<file path="src/rtl/kbd_scan_sequencer_if.sv">
//------------------------------------------------------------------------------
// kbd_scan_sequencer_if : scan input, translator and CPU-side key handshakes
// Revision: 1.0
//------------------------------------------------------------------------------
`default_nettype none

interface kbd_scan_sequencer_if;
  logic       scan_valid;
  logic [7:0] scan_code;
  logic       tr_shift;
  logic       tr_e0;
  logic [7:0] tr_incode;
  logic [6:0] tr_outcode;
  logic       tr_autoar2;
  logic [6:0] key_code;
  logic       key_ar2;
  logic       key_ready;
  logic       key_ack;
  logic       key_down;
  logic       irq_en;
  logic       irq_req;
  logic       irq_ack;
  logic       overrun;

  modport master (
    output scan_valid, scan_code, tr_outcode, tr_autoar2, key_ack, irq_en, irq_ack,
    input  tr_shift, tr_e0, tr_incode, key_code, key_ar2, key_ready, key_down,
           irq_req, overrun
  );

  modport slave (
    input  scan_valid, scan_code, tr_outcode, tr_autoar2, key_ack, irq_en, irq_ack,
    output tr_shift, tr_e0, tr_incode, key_code, key_ar2, key_ready, key_down,
           irq_req, overrun
  );
endinterface

`default_nettype wire

</file>
<file path="src/rtl/kbd_scan_sequencer.sv">
//------------------------------------------------------------------------------
// kbd_scan_sequencer : PS/2 set-2 byte parser feeding BK-0010 keyboard registers
// Revision: 1.0
//------------------------------------------------------------------------------
`default_nettype none

module kbd_scan_sequencer #(
  parameter int TIMEOUT_CYCLES = 250000,
  parameter int TMO_W          = 18
) (
  input  logic                 clk,
  input  logic                 reset_n,
  kbd_scan_sequencer_if.slave  bus
);

  localparam logic [2:0] S_IDLE   = 3'd0;
  localparam logic [2:0] S_EXT    = 3'd1;
  localparam logic [2:0] S_BRK    = 3'd2;
  localparam logic [2:0] S_E1SKIP = 3'd3;
  localparam logic [2:0] S_XLATE  = 3'd4;

  localparam logic [7:0] SC_E0     = 8'hE0;
  localparam logic [7:0] SC_E1     = 8'hE1;
  localparam logic [7:0] SC_F0     = 8'hF0;
  localparam logic [7:0] SC_LSHIFT = 8'h12;
  localparam logic [2:0] E1_TAIL   = 3'd7;

  logic [2:0]       r_state, w_state_nxt;
  logic             r_ext, r_shift_l;
  logic [2:0]       r_skip;
  logic [TMO_W-1:0] r_tmo;
  logic [8:0]       r_last_key;
  logic             r_tr_shift, r_tr_e0;
  logic [7:0]       r_tr_incode;
  logic [6:0]       r_key_code;
  logic             r_key_ar2, r_key_ready, r_key_down, r_irq_req, r_overrun;

  logic w_in_wait, w_tmo_hit, w_is_e0, w_is_e1, w_is_f0, w_is_shift;
  logic w_make, w_set_ext, w_set_shift, w_clr_shift, w_load_tr, w_brk_match;
  logic w_hit, w_deliver, w_drop, w_e1_start, w_skip_dec;

  assign w_in_wait  = (r_state == S_EXT) || (r_state == S_BRK) || (r_state == S_E1SKIP);
  assign w_tmo_hit  = (r_tmo == TMO_W'(TIMEOUT_CYCLES - 1));
  assign w_is_e0    = (bus.scan_code == SC_E0);
  assign w_is_e1    = (bus.scan_code == SC_E1);
  assign w_is_f0    = (bus.scan_code == SC_F0);
  assign w_is_shift = (bus.scan_code == SC_LSHIFT);

  always_ff @(posedge clk) begin
    if (!reset_n) r_state <= S_IDLE;
    else          r_state <= w_state_nxt;
  end

  // A byte arriving in the same cycle as the timeout still counts.
  always_comb begin
    w_state_nxt = r_state;
    case (r_state)
      S_IDLE: if (bus.scan_valid) begin
        if (w_is_e0)         w_state_nxt = S_EXT;
        else if (w_is_f0)    w_state_nxt = S_BRK;
        else if (w_is_e1)    w_state_nxt = S_E1SKIP;
        else if (w_is_shift) w_state_nxt = S_IDLE;
        else                 w_state_nxt = S_XLATE;
      end
      S_EXT: begin
        if (bus.scan_valid) begin
          if (w_is_f0)         w_state_nxt = S_BRK;
          else if (w_is_shift) w_state_nxt = S_IDLE;
          else                 w_state_nxt = S_XLATE;
        end else if (w_tmo_hit) w_state_nxt = S_IDLE;
      end
      S_BRK: begin
        if (bus.scan_valid || w_tmo_hit) w_state_nxt = S_IDLE;
      end
      S_E1SKIP: begin
        if (bus.scan_valid) begin
          if (r_skip == 3'd1) w_state_nxt = S_IDLE;
        end else if (w_tmo_hit) w_state_nxt = S_IDLE;
      end
      S_XLATE: w_state_nxt = S_IDLE;
      default: w_state_nxt = S_IDLE;
    endcase
  end

  always_comb begin
    w_make      = bus.scan_valid &&
                  (((r_state == S_IDLE) && !w_is_e0 && !w_is_f0 && !w_is_e1) ||
                   ((r_state == S_EXT) && !w_is_f0));
    w_set_ext   = bus.scan_valid && (r_state == S_IDLE) && w_is_e0;
    w_set_shift = w_make && w_is_shift && (r_state == S_IDLE);
    w_load_tr   = w_make && !w_is_shift;
    w_clr_shift = bus.scan_valid && (r_state == S_BRK) && w_is_shift && !r_ext;
    w_brk_match = bus.scan_valid && (r_state == S_BRK) && ({r_ext, bus.scan_code} == r_last_key);
    w_hit       = (r_state == S_XLATE) && (bus.tr_outcode != 7'd0);
    w_deliver   = w_hit && (!r_key_ready || bus.key_ack);
    w_drop      = w_hit && r_key_ready && !bus.key_ack;
    w_e1_start  = bus.scan_valid && (r_state == S_IDLE) && w_is_e1;
    w_skip_dec  = bus.scan_valid && (r_state == S_E1SKIP);
  end

  always_ff @(posedge clk) begin
    if (!reset_n) begin
      r_ext       <= 1'b0;
      r_shift_l   <= 1'b0;
      r_skip      <= 3'd0;
      r_tmo       <= '0;
      r_last_key  <= 9'd0;
      r_tr_shift  <= 1'b0;
      r_tr_e0     <= 1'b0;
      r_tr_incode <= 8'd0;
      r_key_code  <= 7'd0;
      r_key_ar2   <= 1'b0;
      r_key_ready <= 1'b0;
      r_key_down  <= 1'b0;
      r_irq_req   <= 1'b0;
      r_overrun   <= 1'b0;
    end else begin
      if (w_state_nxt == S_IDLE) r_ext <= 1'b0;
      else if (w_set_ext)        r_ext <= 1'b1;

      if (bus.scan_valid || !w_in_wait || (w_state_nxt == S_IDLE)) r_tmo <= '0;
      else                                                         r_tmo <= r_tmo + 1'b1;

      if (w_e1_start)      r_skip <= E1_TAIL;
      else if (w_skip_dec) r_skip <= r_skip - 3'd1;

      if (w_set_shift)      r_shift_l <= 1'b1;
      else if (w_clr_shift) r_shift_l <= 1'b0;

      if (w_load_tr) begin
        r_tr_incode <= bus.scan_code;
        r_tr_e0     <= (r_state == S_EXT);
        r_tr_shift  <= r_shift_l;
      end

      if (w_hit) begin
        r_key_down <= 1'b1;
        r_last_key <= {r_tr_e0, r_tr_incode};
      end else if (w_brk_match) begin
        r_key_down <= 1'b0;
      end

      if (w_deliver) begin
        r_key_code <= bus.tr_outcode;
        r_key_ar2  <= bus.tr_autoar2;
      end

      if (w_deliver)        r_key_ready <= 1'b1;
      else if (bus.key_ack) r_key_ready <= 1'b0;

      // irq_en is level-checked, so re-enabling never resurrects a cleared request.
      if (w_deliver && bus.irq_en)                       r_irq_req <= 1'b1;
      else if (bus.key_ack || bus.irq_ack || !bus.irq_en) r_irq_req <= 1'b0;

      if (bus.key_ack)  r_overrun <= 1'b0;
      else if (w_drop)  r_overrun <= 1'b1;
    end
  end

  assign bus.tr_shift  = r_tr_shift;
  assign bus.tr_e0     = r_tr_e0;
  assign bus.tr_incode = r_tr_incode;
  assign bus.key_code  = r_key_code;
  assign bus.key_ar2   = r_key_ar2;
  assign bus.key_ready = r_key_ready;
  assign bus.key_down  = r_key_down;
  assign bus.irq_req   = r_irq_req;
  assign bus.overrun   = r_overrun;

endmodule

`default_nettype wire
</file>
<file path="src/flat_wrapper.sv">
// flat-port wrapper written by rule: the top's interface ports become plain ports
module kbd_scan_sequencer_flat 
#(
  parameter int TIMEOUT_CYCLES = 250000,
  parameter int TMO_W          = 18
)
  (clk, reset_n, bus_scan_valid, bus_scan_code, bus_tr_outcode, bus_tr_autoar2, bus_key_ack, bus_irq_en, bus_irq_ack, bus_tr_shift, bus_tr_e0, bus_tr_incode, bus_key_code, bus_key_ar2, bus_key_ready, bus_key_down, bus_irq_req, bus_overrun);
  kbd_scan_sequencer_if bus_i ();
  input  logic clk;
  input  logic reset_n;
  input wire logic [$bits(bus_i.scan_valid)-1:0] bus_scan_valid;
  input wire logic [$bits(bus_i.scan_code)-1:0] bus_scan_code;
  input wire logic [$bits(bus_i.tr_outcode)-1:0] bus_tr_outcode;
  input wire logic [$bits(bus_i.tr_autoar2)-1:0] bus_tr_autoar2;
  input wire logic [$bits(bus_i.key_ack)-1:0] bus_key_ack;
  input wire logic [$bits(bus_i.irq_en)-1:0] bus_irq_en;
  input wire logic [$bits(bus_i.irq_ack)-1:0] bus_irq_ack;
  output wire logic [$bits(bus_i.tr_shift)-1:0] bus_tr_shift;
  output wire logic [$bits(bus_i.tr_e0)-1:0] bus_tr_e0;
  output wire logic [$bits(bus_i.tr_incode)-1:0] bus_tr_incode;
  output wire logic [$bits(bus_i.key_code)-1:0] bus_key_code;
  output wire logic [$bits(bus_i.key_ar2)-1:0] bus_key_ar2;
  output wire logic [$bits(bus_i.key_ready)-1:0] bus_key_ready;
  output wire logic [$bits(bus_i.key_down)-1:0] bus_key_down;
  output wire logic [$bits(bus_i.irq_req)-1:0] bus_irq_req;
  output wire logic [$bits(bus_i.overrun)-1:0] bus_overrun;
  assign bus_i.scan_valid = bus_scan_valid;
  assign bus_i.scan_code = bus_scan_code;
  assign bus_i.tr_outcode = bus_tr_outcode;
  assign bus_i.tr_autoar2 = bus_tr_autoar2;
  assign bus_i.key_ack = bus_key_ack;
  assign bus_i.irq_en = bus_irq_en;
  assign bus_i.irq_ack = bus_irq_ack;
  assign bus_tr_shift = bus_i.tr_shift;
  assign bus_tr_e0 = bus_i.tr_e0;
  assign bus_tr_incode = bus_i.tr_incode;
  assign bus_key_code = bus_i.key_code;
  assign bus_key_ar2 = bus_i.key_ar2;
  assign bus_key_ready = bus_i.key_ready;
  assign bus_key_down = bus_i.key_down;
  assign bus_irq_req = bus_i.irq_req;
  assign bus_overrun = bus_i.overrun;
  kbd_scan_sequencer #(.TIMEOUT_CYCLES(TIMEOUT_CYCLES), .TMO_W(TMO_W)) u_core (.clk(clk), .reset_n(reset_n), .bus(bus_i));
endmodule
</file>
<file path="config.mk">
export PLATFORM = sky130hd
export DESIGN_NAME = kbd_scan_sequencer_flat
export DESIGN_NICKNAME = d
export VERILOG_FILES = /design/src/rtl/kbd_scan_sequencer_if.sv /design/src/rtl/kbd_scan_sequencer.sv /design/src/flat_wrapper.sv
export SDC_FILE = /design/constraint.sdc
export NUM_CORES = 1
export LEC_CHECK = 0
export CAP_MARGIN = 20
export CORE_ASPECT_RATIO = 0.7
export CORE_UTILIZATION = 52
export DETAILED_ROUTE_END_ITERATION = 6
export PLACE_DENSITY_LB_ADDON = 0.1
export SYNTH_ARGS = -nofsm -noshare
export SYNTH_HDL_FRONTEND = slang
export SYNTH_SLANG_ARGS = --single-unit
</file>
<file path="constraint.sdc">
create_clock -name clk -period 1.9 [get_ports clk]
set_clock_uncertainty 0.1 [all_clocks]
set_input_delay 0.38 -clock clk [delete_from_list [all_inputs] [get_ports clk]]
set_output_delay 0.38 -clock clk [all_outputs]
set_load 0.02 [all_outputs]
</file>
Yosys cells after proc, flatten, opt, wreduce, memory -nomap -nowiden. Cells that the tools add are included.

Add/sub/neg operators: 2. Eq/ne operators: 11. Multiplexer cells: 22. Bitwise operators: 1. Reductions and logical operators: 50.

Operators by type and width (count): $mux 3 (13); $eq 8x8->1 const B (3); $logic_and 1x1->1 (21); $add 18x1->18 const B (1); $eq 18x18->1 const B (1); $pmux 3 s4 (1); $reduce_bool 2->1 (5); $eq 9x9->1 (1); $logic_not 1->1 (9); $logic_or 1x1->1 (9); $eq 8x5->1 const B (1); $mux 1 (8); $reduce_bool 7->1 (1); $eq 3x1->1 const B (2); $eq 3x2->1 const B (2); $logic_not 3->1 (2); $reduce_or 2->1 (3); $eq 3x3->1 const B (1); $sub 3x1->3 const B (1); $not 1->1 (1).

Bits in registers: 57. Input port bits: 22. Output and inout port bits: 22. Logic and storage cells: 101.

Longest topological paths before layout.
Depth in word-level cells: 10. Depth in mapped cells: 7. Depth with buffers taken out: 7.

Worst setup path before layout. No wires, ideal clock.

Kind: reg-to-reg. Start: register u_core.r_tmo[0]. End: register u_core.r_tmo[10]. Library setup time: 0.115 ns. Data arrival time: 1.488 ns. Data required time: 1.685 ns. Path slack: 0.197 ns. Cell stages (with the launch flop): 8. Path buffers: 2. Period minus slack after synthesis: 1.703 ns. Cells stage by stage: dfxtp_1 ha_1 nand3_1 o41ai_2 or3_1 buf_6 buf_6 nor2_1.

Longest elaborated chain between the ends: 7. Elaborated cells between the ends (all ways): 11. Classes of those cells: add/sub: 1; eq/ne: 1; mux: 5; reduce/logical: 4.

RTL lines: start: declaration (RTL line kbd_scan_sequencer.sv:31) `logic [TMO_W-1:0] r_tmo;`; start signal: assignment (RTL line kbd_scan_sequencer.sv:122) `else r_tmo <= r_tmo + 1'b1;`; $eq 18x18->1 (RTL line kbd_scan_sequencer.sv:43) `assign w_tmo_hit = (r_tmo == TMO_W'(TIMEOUT_CYCLES - 1));`; $mux 3 / $logic_or 1x1->1 (equally long branches) (RTL line kbd_scan_sequencer.sv:70, kbd_scan_sequencer.sv:78, kbd_scan_sequencer.sv:73); $mux 3 (on tied branches) (RTL line kbd_scan_sequencer.sv:76, kbd_scan_sequencer.sv:66, kbd_scan_sequencer.sv:73); $pmux 3 s4 (RTL line kbd_scan_sequencer.sv:57) `case (r_state)`; $logic_not 3->1 (RTL line kbd_scan_sequencer.sv:121) `if (bus.scan_valid || !w_in_wait || (w_state_nxt == S_IDLE)) r_tmo <= '0;`; $logic_or 1x1->1 (RTL line kbd_scan_sequencer.sv:121); $reduce_or 2->1 (no line).

Several ways; a longest one is shown, not always the timed one. A chain may end at the register's enable or synchronous reset.

Worst setup path in the final report.
Start: input bus_tr_outcode[2]. End: register u_core.r_key_code[4], in the netlist u_core.bus.key_code[4].

Longest elaborated chain between the ends: 3.

RTL lines: start: declaration (RTL line flat_wrapper.sv:13) `input wire logic [$bits(bus_i.tr_outcode)-1:0] bus_tr_outcode;`; $reduce_bool 7->1 (RTL line kbd_scan_sequencer.sv:94) `w_hit = (r_state == S_XLATE) && (bus.tr_outcode != 7'd0);`; $logic_and 1x1->1 (RTL line kbd_scan_sequencer.sv:94); $logic_and 1x1->1 (RTL line kbd_scan_sequencer.sv:95) `w_deliver = w_hit && (!r_key_ready || bus.key_ack);`; end signal: assignment (RTL line kbd_scan_sequencer.sv:144) `r_key_code <= bus.tr_outcode;`; end: declaration (RTL line kbd_scan_sequencer.sv:35) `logic [6:0] r_key_code;`.

No other way between the ends.

==> impl_metrics.csv <==
group,metric,value,unit
floorplanning,die_h,61.3,um
clocking,cts_hold_buf,0,
setup_path,r2r_cells,6,
layout,drive_gt1_share,17.4,%
setup_path,crit_path_max_incr_delay,0.48,ns
layout,multi_input_area,1410,um^2
layout,layout_common_cells,"57 x dfxtp_1, 36 x clkdlybuf4s50_1, 33 x nor2_1, 28 x nor2b_1, 28 x buf_4",
layout,stdcell_area,3580,um^2
detailed_routing,ant_nets,0,
power,power_density,777,nW/um^2
timing,tightestPinTransition,0.453,ns
detailed_routing,vias_per_cell,5.10,
setup_path,path_cells,"clkdlybuf4s50_1, nor4_4, a2111oi_4, and2b_1, buf_12, mux2i_1, nor2b_1",
synthesis,synth-xor-area-share,9.06,%
global_route,track_usage,23.3,%
global_route,antenna_found_initial,0,
synthesis,synth_cells,273,
clocking,cts_root_buf,"clkbuf_8",
detailed_routing,vias,2141,
setup_path,critical_path.endpoint_type,"flip-flop",
synthesis,syn_area_per_cell,9.57,um^2
timing,max_freq,548,MHz
synthesis,yosys.area_share.simple,24.5,%
hold_path,hold_depth,1,
global_route,grt_pass1_wl,9120,um
setup_path,cp.arrival,1.95,ns
placement,dp_hpwl,3840,um
timing,slew_headroom,69.7,%
setup_path,r2r_setup_slack,0.12,ns
power,clkPwrFrac,43.1,%
setup_path,crit_fanout,7,
clocking,clk_path_buf_depth,2,
timing,finalSetupViolCount,0,
placement,gp_congestion,0.729,
layout,final_nets,371,
detailed_routing,drcViolationCount,0,
synthesis,async_reset_ff_share,0,%
synthesis,synth_adder_area_share,1.44,%
clocking,clkSinkCount,57,
floorplanning,initial_core_util,54.3,%
setup_path,r2r_end,"u_core.r_tmo[3]",
hold_path,holdPathEnd,"u_core.r_tmo[0]",
job,maxCapViolations,0,
power,p_seq_share,44.9,%
power,leakage,0.00139,uW
setup_path,r2r_start,"u_core.r_tmo[0]",
timing,setup_slack,0.0739,ns
synthesis,synth_ff_type,"dfxtp_1",
clocking,htreeDepth,3,
synthesis,ys_seq_elements,57,
power,total_power,2780,uW
layout,final_common_cell,"dfxtp_1",
placement,place_area,3280,um^2
clocking,cts_buffers,9,
floorplanning,die_w,86.7,um
clocking,worstSkewPairLatency,0.33,ns
synthesis,syn_nets,298,
global_route,grt-ovfl-total,0,
timing,finalHoldViolations,0,
synthesis,ys_seq_area_share,43.7,%
setup_path,required,2.02,ns
status,status,"finished clean",
layout,utilization,74.4,%
power,p_comb_share,12.0,%
timing,min_period,1.83,ns
floorplanning,rows,21,
synthesis,synth_top_family_by_area,"simple AND/OR/NAND/NOR gates",
layout,diodes,0,
hold_path,min-delay-start,"u_core.r_tmo[0]",
timing,fin_crit_sh,96.1,%
placement,io_buffers,43,
detailed_routing,wl,5720,um
timing,drv_slew,0,
setup_path,worst_setup_path_start_kind,"input port",
power,net-switching-power,641,uW
synthesis,synth_area,2610,um^2
power,power.internal,2140,uW
detailed_routing,detail_route.wl_per_cell,13.6,um
synthesis,synth_compound_area_share,7.19,%
floorplanning,die_area,5310,um^2
synthesis,yosys_warnings,0,
power,ir_drop,0.549,mV
global_route,grt_max_degree,37,
layout,fill_cells,355,
synthesis,muxShareOfSynthArea,9.97,%
clocking,cts_tree,"yes",
hold_path,hold_class,"flip-flop to flip-flop",
floorplanning,core_area,4810,um^2
global_route,grt_pass1_vias,1973,
synthesis,synth.distinct_cells,42,
synthesis,synth_edf_count,0,
setup_path,worstSetupPathType,"input port to flip-flop",
clocking,clk_pin_slew,0.06,ns
power,switching_share,23.0,%
layout,seqCellArea,1140,um^2
detailed_routing,drtIter0Drc,66,
layout,area_delta_synth_final,37.1,%
detailed_routing,dr.pass1.iters,4,
setup_path,crit_path_top_delay_cell,"clkdlybuf4s50_1",
placement,pre_cts_ws,-0.444,ns
floorplanning,ios,44,
## sequential cells by signal, summed over array words and instances (netlist names)
| name | count |
|---|---|
| u_core.r_last_key | 9 |
| u_core.bus.tr_incode | 8 |
| u_core.r_tmo | 18 |
| u_core.r_shift_l | 1 |
| u_core.r_skip | 3 |
| u_core.bus.key_code | 7 |
| u_core.r_ext | 1 |
| u_core.r_state | 3 |
| u_core.bus.key_down | 1 |
| u_core.bus.irq_req | 1 |
| u_core.bus.key_ar2 | 1 |
| u_core.bus.tr_e0 | 1 |
| u_core.bus.key_ready | 1 |
| u_core.bus.tr_shift | 1 |
| u_core.bus.overrun | 1 |
## repair_timing
action,4_1_cts,5_1_grt
pin swaps,2,5
gates cloned,0,0
endpoints found under the setup margin,9,40
gates resized for setup,6,14
setup buffers,1,3
## metal layers
layer  vias to the layer above  GRT usage [%]  routed length (um)
li1                       1080              -                   -
met1                      1000           29.5                2780
met2                        50           37.5                2590
met3                        11           7.91                 263
met4                         0           9.29                  92
met5                         -              0                   0
## worst max path at each step
stage | from | endpoint | slack [ns] | cells after the start
after floorplan | u_core.r_tmo[0] | u_core.r_tmo[10] | 0.20 | 7
after global placement | bus_scan_code[5] | u_core.bus.tr_incode[7] | -0.43 | 7
after detailed placement | bus_scan_code[5] | u_core.bus.tr_incode[6] | -0.44 | 7
after CTS | bus_scan_code[7] | u_core.bus.tr_incode[6] | 0.007 | 7
after global routing | u_core.r_tmo[4] | u_core.r_tmo[3] | -0.006 | 6
final | bus_tr_outcode[2] | u_core.bus.key_code[4] | 0.07 | 7
## area by class of cell
type | count | share of cell area [%]
repair buffers | 74 | 19.5
inverters | 8 | 0.839
clock inverters | 6 | 2.31
well taps | 69 | 2.41
multi-input cells | 196 | 39.5
clock buffers | 10 | 3.57
flip-flops and latches | 57 | 31.9
## logic make-up after synthesis
group,count (synthesis)
simple gates,117
flops,57
xor+xnor,27
mux,26
compound gates,23
buf+inv,20
fa+ha+maj,3
## critical path: cells and delay by family
family / cells / cell delay [ns]
muxes: 1 / 0.15
and+or+nand+nor: 3 / 0.66
buffers and inverters: 2 / 0.63
AOI/OAI and AO/OA: 1 / 0.13
## power by group through the flow
| stage | sequential [uW] | combinational (uW) | clock (uW) |
|---|---|---|---|
| 2_1_floorplan | 1300 | 135 | 0 |
| 3_3_place_gp | 1270 | 316 | 0 |
| 4_1_cts | 1250 | 325 | 1220 |
| 6_report | 1250 | 335 | 1200 |
| 3_5_place_dp | 1270 | 319 | 0 |
| 5_1_grt | 1250 | 362 | 1290 |
## stage by stage
stage	hold slack, ns	std cells	setup TNS, ns
after floorplan	0.318	273	0
after global placement	0.330	400	-16.57
after detailed placement	0.339	400	-17.29
after CTS	0.358	417	0
after global routing	0.381	420	-0.00741
final	0.350	420	0
## cell usage after synthesis, drive strengths merged, types with 4 or more instances
cell type / number / area (um^2)
xnor2: 8 / 70.1
nand3: 10 / 50.1
dfxtp: 57 / 1140
mux2i: 26 / 260
a21oi: 5 / 25.0
inv: 8 / 30.0
a21boi: 4 / 30.0
xor2: 19 / 166
nand2: 14 / 52.6
nor4b: 4 / 53.8
clkbuf: 4 / 15.0
nor2: 33 / 124
nor2b: 28 / 175
nand4: 7 / 43.8
nor3: 5 / 25.0
buf: 8 / 63.8
No activity file was read; power rests on OpenSTA's default activity.
